### src/rtl/if_fetch_stage_if.sv
// Instruction-memory request/response bus: req/gnt handshake, then rvalid with data.
// The fetch stage is the master; the memory (or bench model) is the slave.
interface if_fetch_stage_if;
    logic        imem_req;
    logic [31:0] imem_addr;
    logic        imem_gnt;
    logic        imem_rvalid;
    logic [31:0] imem_rdata;

    modport master (
        output imem_req,
        output imem_addr,
        input  imem_gnt,
        input  imem_rvalid,
        input  imem_rdata
    );

    modport slave (
        input  imem_req,
        input  imem_addr,
        output imem_gnt,
        output imem_rvalid,
        output imem_rdata
    );
endinterface

### src/rtl/if_fetch_stage.sv
// IF stage + IF/ID register: single-outstanding imem fetch, one-word return buffer.
// Latency: rvalid cycle M -> buffer at M+1 -> IF/ID at M+2; PCWrite/IF_ID_Write stall, redirect flushes.
module if_fetch_stage #(
    parameter logic [31:0] RESET_PC  = 32'h0000_0000,
    parameter logic [31:0] NOP_INSTR = 32'h0000_0000
) (
    input  logic                     clk,
    input  logic                     rst_n,
    input  logic                     PCWrite,
    input  logic                     IF_ID_Write,
    input  logic                     redirect,
    input  logic [31:0]              redirect_pc,
    if_fetch_stage_if.master         imem,
    output logic [31:0]              IF_ID_instr,
    output logic [31:0]              IF_ID_pc4,
    output logic                     IF_ID_valid
);

    typedef enum logic [1:0] {
        S_REQ  = 2'd0,
        S_RESP = 2'd1,
        S_DROP = 2'd2
    } state_t;

    state_t      r_state, w_state_nxt;
    logic [31:0] r_pc;
    logic [31:0] r_pc_inflight;
    logic [31:0] r_buf_instr;
    logic [31:0] r_buf_pc4;
    logic        r_buf_valid;
    logic [31:0] r_ifid_instr;
    logic [31:0] r_ifid_pc4;
    logic        r_ifid_valid;

    logic        w_drain;
    logic        w_req;
    logic        w_fire;
    logic        w_land;
    logic [31:0] w_redirect_pc;
    logic [31:0] w_inflight_pc4;
    logic        w_unused;

    assign w_redirect_pc  = {redirect_pc[31:2], 2'b00};
    assign w_unused       = ^redirect_pc[1:0];
    assign w_inflight_pc4 = r_pc_inflight + 32'd4;
    assign w_drain        = IF_ID_Write & r_buf_valid;

    // Reset gates the request so nothing is issued while rst_n is held low.
    assign w_req  = rst_n & (r_state == S_REQ) & PCWrite
                  & (~r_buf_valid | w_drain) & ~redirect;
    assign w_fire = w_req & imem.imem_gnt;
    assign w_land = (r_state == S_RESP) & imem.imem_rvalid & ~redirect;

    assign imem.imem_req  = w_req;
    assign imem.imem_addr = r_pc;

    assign IF_ID_instr = r_ifid_instr;
    assign IF_ID_pc4   = r_ifid_pc4;
    assign IF_ID_valid = r_ifid_valid;

    always_comb begin
        w_state_nxt = r_state;
        case (r_state)
            S_REQ: begin
                if (w_fire) w_state_nxt = S_RESP;
            end
            S_RESP: begin
                if (imem.imem_rvalid)  w_state_nxt = S_REQ;
                else if (redirect)     w_state_nxt = S_DROP;
            end
            S_DROP: begin
                if (imem.imem_rvalid) w_state_nxt = S_REQ;
            end
            default: w_state_nxt = S_REQ;
        endcase
    end

    always_ff @(posedge clk or negedge rst_n) begin
        if (!rst_n) begin
            r_state       <= S_REQ;
            r_pc          <= {RESET_PC[31:2], 2'b00};
            r_pc_inflight <= 32'd0;
        end else begin
            r_state <= w_state_nxt;
            if (w_fire) r_pc_inflight <= r_pc;
            if (redirect)    r_pc <= w_redirect_pc;
            else if (w_land) r_pc <= w_inflight_pc4;
        end
    end

    // Return buffer: a landing response may refill it in the same cycle it drains.
    always_ff @(posedge clk or negedge rst_n) begin
        if (!rst_n) begin
            r_buf_instr <= 32'd0;
            r_buf_pc4   <= 32'd0;
            r_buf_valid <= 1'b0;
        end else if (redirect) begin
            r_buf_valid <= 1'b0;
        end else if (w_land) begin
            r_buf_instr <= imem.imem_rdata;
            r_buf_pc4   <= w_inflight_pc4;
            r_buf_valid <= 1'b1;
        end else if (w_drain) begin
            r_buf_valid <= 1'b0;
        end
    end

    // Bubbles keep pc4 so downstream sees a stable value on invalid slots.
    always_ff @(posedge clk or negedge rst_n) begin
        if (!rst_n) begin
            r_ifid_instr <= NOP_INSTR;
            r_ifid_pc4   <= 32'd0;
            r_ifid_valid <= 1'b0;
        end else if (redirect) begin
            r_ifid_instr <= NOP_INSTR;
            r_ifid_valid <= 1'b0;
        end else if (IF_ID_Write) begin
            if (r_buf_valid) begin
                r_ifid_instr <= r_buf_instr;
                r_ifid_pc4   <= r_buf_pc4;
                r_ifid_valid <= 1'b1;
            end else begin
                r_ifid_instr <= NOP_INSTR;
                r_ifid_valid <= 1'b0;
            end
        end
    end

endmodule

### src/flat_wrapper.sv
// flat-port wrapper written by rule: the top's interface ports become plain ports
module if_fetch_stage_flat 
#(
    parameter logic [31:0] RESET_PC  = 32'h0000_0000,
    parameter logic [31:0] NOP_INSTR = 32'h0000_0000
)
  (clk, rst_n, PCWrite, IF_ID_Write, redirect, redirect_pc, IF_ID_instr, IF_ID_pc4, IF_ID_valid, imem_imem_req, imem_imem_addr, imem_imem_gnt, imem_imem_rvalid, imem_imem_rdata);
  if_fetch_stage_if imem_i ();
  input  logic clk;
  input  logic rst_n;
  input  logic PCWrite;
  input  logic IF_ID_Write;
  input  logic redirect;
  input  logic [31:0] redirect_pc;
  output logic [31:0] IF_ID_instr;
  output logic [31:0] IF_ID_pc4;
  output logic IF_ID_valid;
  output wire logic [$bits(imem_i.imem_req)-1:0] imem_imem_req;
  output wire logic [$bits(imem_i.imem_addr)-1:0] imem_imem_addr;
  input wire logic [$bits(imem_i.imem_gnt)-1:0] imem_imem_gnt;
  input wire logic [$bits(imem_i.imem_rvalid)-1:0] imem_imem_rvalid;
  input wire logic [$bits(imem_i.imem_rdata)-1:0] imem_imem_rdata;
  assign imem_imem_req = imem_i.imem_req;
  assign imem_imem_addr = imem_i.imem_addr;
  assign imem_i.imem_gnt = imem_imem_gnt;
  assign imem_i.imem_rvalid = imem_imem_rvalid;
  assign imem_i.imem_rdata = imem_imem_rdata;
  if_fetch_stage #(.RESET_PC(RESET_PC), .NOP_INSTR(NOP_INSTR)) u_core (.clk(clk), .rst_n(rst_n), .PCWrite(PCWrite), .IF_ID_Write(IF_ID_Write), .redirect(redirect), .redirect_pc(redirect_pc), .imem(imem_i), .IF_ID_instr(IF_ID_instr), .IF_ID_pc4(IF_ID_pc4), .IF_ID_valid(IF_ID_valid));
endmodule
### config.mk
export PLATFORM = sky130hd
export DESIGN_NAME = if_fetch_stage_flat
export DESIGN_NICKNAME = d
export VERILOG_FILES = /design/src/rtl/if_fetch_stage_if.sv /design/src/rtl/if_fetch_stage.sv /design/src/flat_wrapper.sv
export SDC_FILE = /design/constraint.sdc
export NUM_CORES = 1
export LEC_CHECK = 0
export CAP_MARGIN = 30
export CORE_MARGIN = 4
export CORE_UTILIZATION = 30
export CTS_BUF_LIST = sky130_fd_sc_hd__clkbuf_16
export DETAILED_ROUTE_END_ITERATION = 6
export HOLD_SLACK_MARGIN = 0.15
export PLACE_DENSITY = 0.59
export RECOVER_POWER = 25
export SYNTH_ARGS = -nofsm -noshare
export SYNTH_HDL_FRONTEND = slang
export SYNTH_SLANG_ARGS = --single-unit
### constraint.sdc
create_clock -name clk -period 3.3 [get_ports clk]
set_input_delay 0.825 -clock clk [delete_from_list [all_inputs] [get_ports clk]]
set_output_delay 0.825 -clock clk [all_outputs]
set_load 0.05 [all_outputs]
Yosys cells after proc, flatten, opt, wreduce, memory -nomap -nowiden
Index checks and enable logic that the tools add are counted.
Word-level totals
  bits of input ports: 71
  word-level logic and storage cells: 49
  register bits: 196
  output and inout bits: 98
Cells by class
  bitwise logic cells: 11
  equality and inequality tests: 5
  reduce and logical (&&, ||, !) cells: 7
  add/subtract/negate cells: 1
  muxes and demuxes: 16
Operators with widths (number)
  $mux W32: 5
  $add A32 B3 Y32 const B: 1
  $and A1 B1 Y1: 8
  $mux W2: 4
  $mux W1: 6
  $pmux W2 S3: 1
  $reduce_and A3 Y1: 2
  $reduce_bool A2 Y1: 2
  $ne A3 B3 Y1 const B: 1
  $reduce_bool A3 Y1: 1
  $eq A2 B1 Y1 const B: 1
  $eq A2 B2 Y1 const B: 1
  $logic_not A2 Y1: 1
  $ne A2 B1 Y1 const B: 1
  $ne A2 B2 Y1 const B: 1
  $not A1 Y1: 2
  $reduce_and A2 Y1: 1
  $or A1 B1 Y1: 1

Logic depth before layout (Yosys ltp)
  depth in word-level cells: 8
  depth in mapped cells: 8
  depth with buffers taken out: 6

Worst setup path after synthesis
OpenSTA, ideal clock, no wires.
  path type: input to register
  start point: input redirect
  end point: register u_core.r_pc_inflight[6]
  path slack: 0.376 ns
  data required time: 3.172 ns
  data arrival time: 2.797 ns
  cell stages on the path: 5
  library setup time: 0.128 ns
  path buffers: 1
  cells stage by stage: nand2b_1 > nor4_2 > nand2_1 > buf_2 > mux2_1
Between the ends
  longest elaborated chain between the ends: 3
RTL lines
  start, declared: line flat_wrapper.sv:13  | input logic redirect;
  $not A1 Y1 (no source line)
  $and A1 B1 Y1: line if_fetch_stage.sv:50  | & (~r_buf_valid | w_drain) & ~redirect;
  net imem_imem_req: line flat_wrapper.sv:18  | output wire logic [$bits(imem_i.imem_req)-1:0] imem_imem_req;
  $and A1 B1 Y1: line if_fetch_stage.sv:51  | assign w_fire = w_req & imem.imem_gnt;
  end signal, assigned: line if_fetch_stage.sv:85  | if (w_fire) r_pc_inflight <= r_pc;
  end, declared: line if_fetch_stage.sv:27  | logic [31:0] r_pc_inflight;
The timed path passes the listed nets, and every way through them passes these cells.
A chain may end at the register's enable or synchronous reset.

Final worst setup path
  start point: input redirect
  end point: register u_core.r_pc[9] (netlist: u_core.imem.imem_addr[9])
Between the ends
  longest elaborated chain between the ends: 3
  elaborated cells between the ends (all ways): 4
  classes of those cells: mux: 1; bitwise: 2; reduce/logical: 1
RTL lines
  $not A1 Y1 (no source line)
  $and A1 B1 Y1: line if_fetch_stage.sv:52  | assign w_land = (r_state == S_RESP) & imem.imem_rvalid & ~redirect;
  $reduce_bool A2 Y1 (no source line)
  end signal, assigned: line if_fetch_stage.sv:81  | r_pc <= {RESET_PC[31:2], 2'b00};
  end signal, assigned: line if_fetch_stage.sv:86  | if (redirect) r_pc <= w_redirect_pc;
  end signal, assigned: line if_fetch_stage.sv:87  | else if (w_land) r_pc <= w_inflight_pc4;
  end, declared: line if_fetch_stage.sv:26  | logic [31:0] r_pc;
Parallel ways exist; a longest one is shown, timed or not.

==> summary.txt <==
Timing
  – RSZ-0062 raised after global routing: false
  – Fin crit period: 2.820 ns
  – Setup TNS: 0 ns
  – Fin. Hold Viols: 0
  – Fin Clk Skew: 0.01046 ns
  – Setup WS post-layout: 0.4803 ns
  – Final max-slew violation count: 0
  – Worst slew pin tran: 1.428 ns
  – F_max: 354.6 MHz
  – Slew headroom: 4.817%
  – Period Utilization, post-route: 85.45%
  – Final setup viols: 0

Power and ir drop
  – Cell area power density: 575.1 mW/mm²
  – Lkg Pwr: 4.858 nW
  – Maximum vdd drop: 367.7 µV

Critical path
  – FF-to-FF End: u_core.imem.imem_addr[24]
  – CP Capture Type: flip-flop
  – Crit-path cells: clkbuf_1, clkbuf_2, nand2b_4, buf_12, o221ai_1
  – Critical Path RT: 3.54 ns
  – R2R depth: 6
  – Worst Setup Start Kind: primary input
  – Reg2reg start: u_core.r_pc_inflight[2]
  – Peak fanout along the critical path: 56
  – Worst Path Arrival: 3.06 ns
  – Max stage delay on crit path: 1.01 ns
  – CP max stage cell: clkbuf_2
  – Crit path kind: in2reg
  – R2R setup slack: 1.22 ns

Clock tree
  – CTS Hold Bufs: 0
  – CTS Root Cell: clkbuf_16
  – Longest Clk Path Bufs: 2
  – CTS tree: done
  – H-tree depth: 4
  – TritonCTS Buffers: 17
  – Setup bufs post-CTS: 0
  – CTS resizes: 0
  – Num Clock Sinks: 196
  – Worst-Skew Late Latency: 0.42 ns
  – CTS clk-pin slew, worst paths: 0.07 ns

Placement
  – DP HPWL: 13.93 mm
  – Place WS: 0.4290 ns
  – Placer Congestion: 0.7217
  – Placed Cells incl. Taps: 1169
  – Placement Cell Area: 0.01010 mm²
  – I/O Buffers: 166

Layout
  – Design area: 0.01068 mm²
  – Ant diodes: 0
  – Share of layout cells above drive strength 1: 12.47%
  – P&R area growth vs syn: 33.65%
  – Commonest non-fill, non-tap cells in the layout: dfrtp_1, nand2_1, clkdlybuf4s50_1
  – Commonest non-fill, non-tap cell in the layout: dfrtp_1
  – Finished Layout Cells: 1201
  – Fin nets: 925

Routing
  – DRT Pass-1 Iters: 4
  – Vias/cell: 4.771
  – Drt wl/cell: 17.31 µm
  – DRC Markers: 0
  – DR iter-0 viols: 458
  – DR vias: 5730
  – Remaining antenna violation count after routing: 0
  – Drt total wl: 20.80 mm

Worst hold path
  – Worst Hold Class: reg2reg
  – Hold Path Sink: u_core.r_buf_pc4[3]
  – Worst Hold Path Cells: 2
  – HP Start: u_core.r_buf_pc4[3]

Yosys
  – Register bit total from synthesis: 196
  – Top-area cell type share of the netlist area: 61.40%
  – Syn. warnings: 0
  – Synth cell types: 39
  – Sequential area share after synthesis: 61.40%
  – Yosys top cell by area: dfrtp_1
  – Syn Std Cell Area: 0.007988 mm²
  – Top cells by area, synth: dfrtp_1, nand2_1, mux2_2, a22o_1, mux2_1
  – Synth Area per Inst: 11.51 µm²
  – Syn_nets: 766
  – Primary FF master, synth: dfrtp_1
  – Cells after synthesis: 694
  – Asr flop ratio synth: 100.0%
  – Post-synth EDFFs: 0

Floorplan
  – Initial Utilization: 30.57%
  – I/O pin count: 169
  – Die area: 0.02930 mm²
  – Core box area: 0.02613 mm²
  – Die Ht: 171.2 µm
  – Cell Rows: 59
  – Die X: 171.2 µm

Job
  – Total of max-cap violations: 0

GRT
  – GRT Residual Overflow: 0
  – Largest net degree at the start of global routing: 143
  – Initial antenna violation count: 0
  – Tot GR Track Use: 14.31%
  – First-pass GRT wire length: 33.14 mm
  – Vias in the first global route: 5811

Status
  – Status: finished clean
power by group:
part | switching (mW) | internal (mW) | total (mW)
logic | 0.559 | 0.411 | 0.971
clock network | 0.954 | 1.20 | 2.16
registers | 0.273 | 2.74 | 3.01
total | 1.79 | 4.35 | 6.14
worst max path at each step:
stage	startpoint	to	slack [ns]	depth (start not counted)
finish	redirect	u_core.imem.imem_addr[9]	0.48	5
global route	redirect	u_core.imem.imem_addr[20]	0.29	5
CTS	IF_ID_Write	imem_imem_req	0.48	4
detailed placement	IF_ID_Write	u_core.r_pc_inflight[19]	0.43	6
global placement	IF_ID_Write	u_core.r_pc_inflight[30]	0.46	6
floorplan	redirect	u_core.r_pc_inflight[6]	0.38	5
critical path, delay by kind of cell:
kind	cells	cell delay, ns
buffers and inverters	3	1.46
AND/OR/NAND/NOR	1	0.55
AO/OA/AOI/OAI	1	0.16
state kept, by name (all words and copies together), names as in the netlist:
name                   count
u_core.IF_ID_pc4          32
u_core.IF_ID_valid         1
u_core.r_buf_instr        32
u_core.r_pc_inflight      32
u_core.r_buf_valid         1
u_core.r_buf_pc4          32
u_core.r_state             2
u_core.imem.imem_addr     32
u_core.IF_ID_instr        32
metal layers:
metal / track usage, % / wire, µm
met5: 0 / 0
met4: 3.169 / 170
met3: 3.815 / 1122
met2: 21.73 / 9297
met1: 20.68 / 10200
kinds of logic (layout without fill, tap and decap cells):
logic type	after synthesis	in the layout	share of synthesized area (%)
and+or+nand+nor	256	256	14.16
DFF	196	196	61.40
AOI/OAI and AO/OA	104	104	9.618
muxes	66	66	9.273
buffers and inverters	43	215	2.318
xor gates and xnor gates	28	28	3.070
adders and majority gates	1	1	0.1566
synthesized netlist by cell type, types with 3 or more instances:
cell      instances
buf_2            19
nand2_1         196
xnor2_1           8
inv_1             3
o221ai_2          6
and3_1            7
xor2_1           20
a21oi_1           7
nand2b_1          3
o221ai_1         12
nor2_1           15
buf_1             3
a22oi_1           4
dfrtp_1         196
nand4_1          10
a21o_1            3
a22o_1           32
nand3_1           8
mux2_2           47
clkbuf_1         18
o21ai_1          13
o21ai_0          25
mux2_1           17
per-stage QoR:
step | total power, mW | utilization, % | hold slack, ns
global placement | 4.017 | 38.63 | 0.4572
CTS | 6.234 | 40.94 | 0.4777
floorplan | 3.607 | - | 0.4401
finish | 6.139 | 40.85 | 0.4702
global route | 6.473 | 40.85 | 0.4993
detailed placement | 4.043 | 38.63 | 0.4595
layout make-up:
class,instances,area (µm²)
clock inverters,15,177.7
multi-input cells,455,2915
flip-flops and latches,196,4905
repair buffers,180,1822
clock buffers,17,425.4
fillers,2520,15460
inverters,3,11.26
well taps,335,419.2
(Power assumes the default switching activity.)
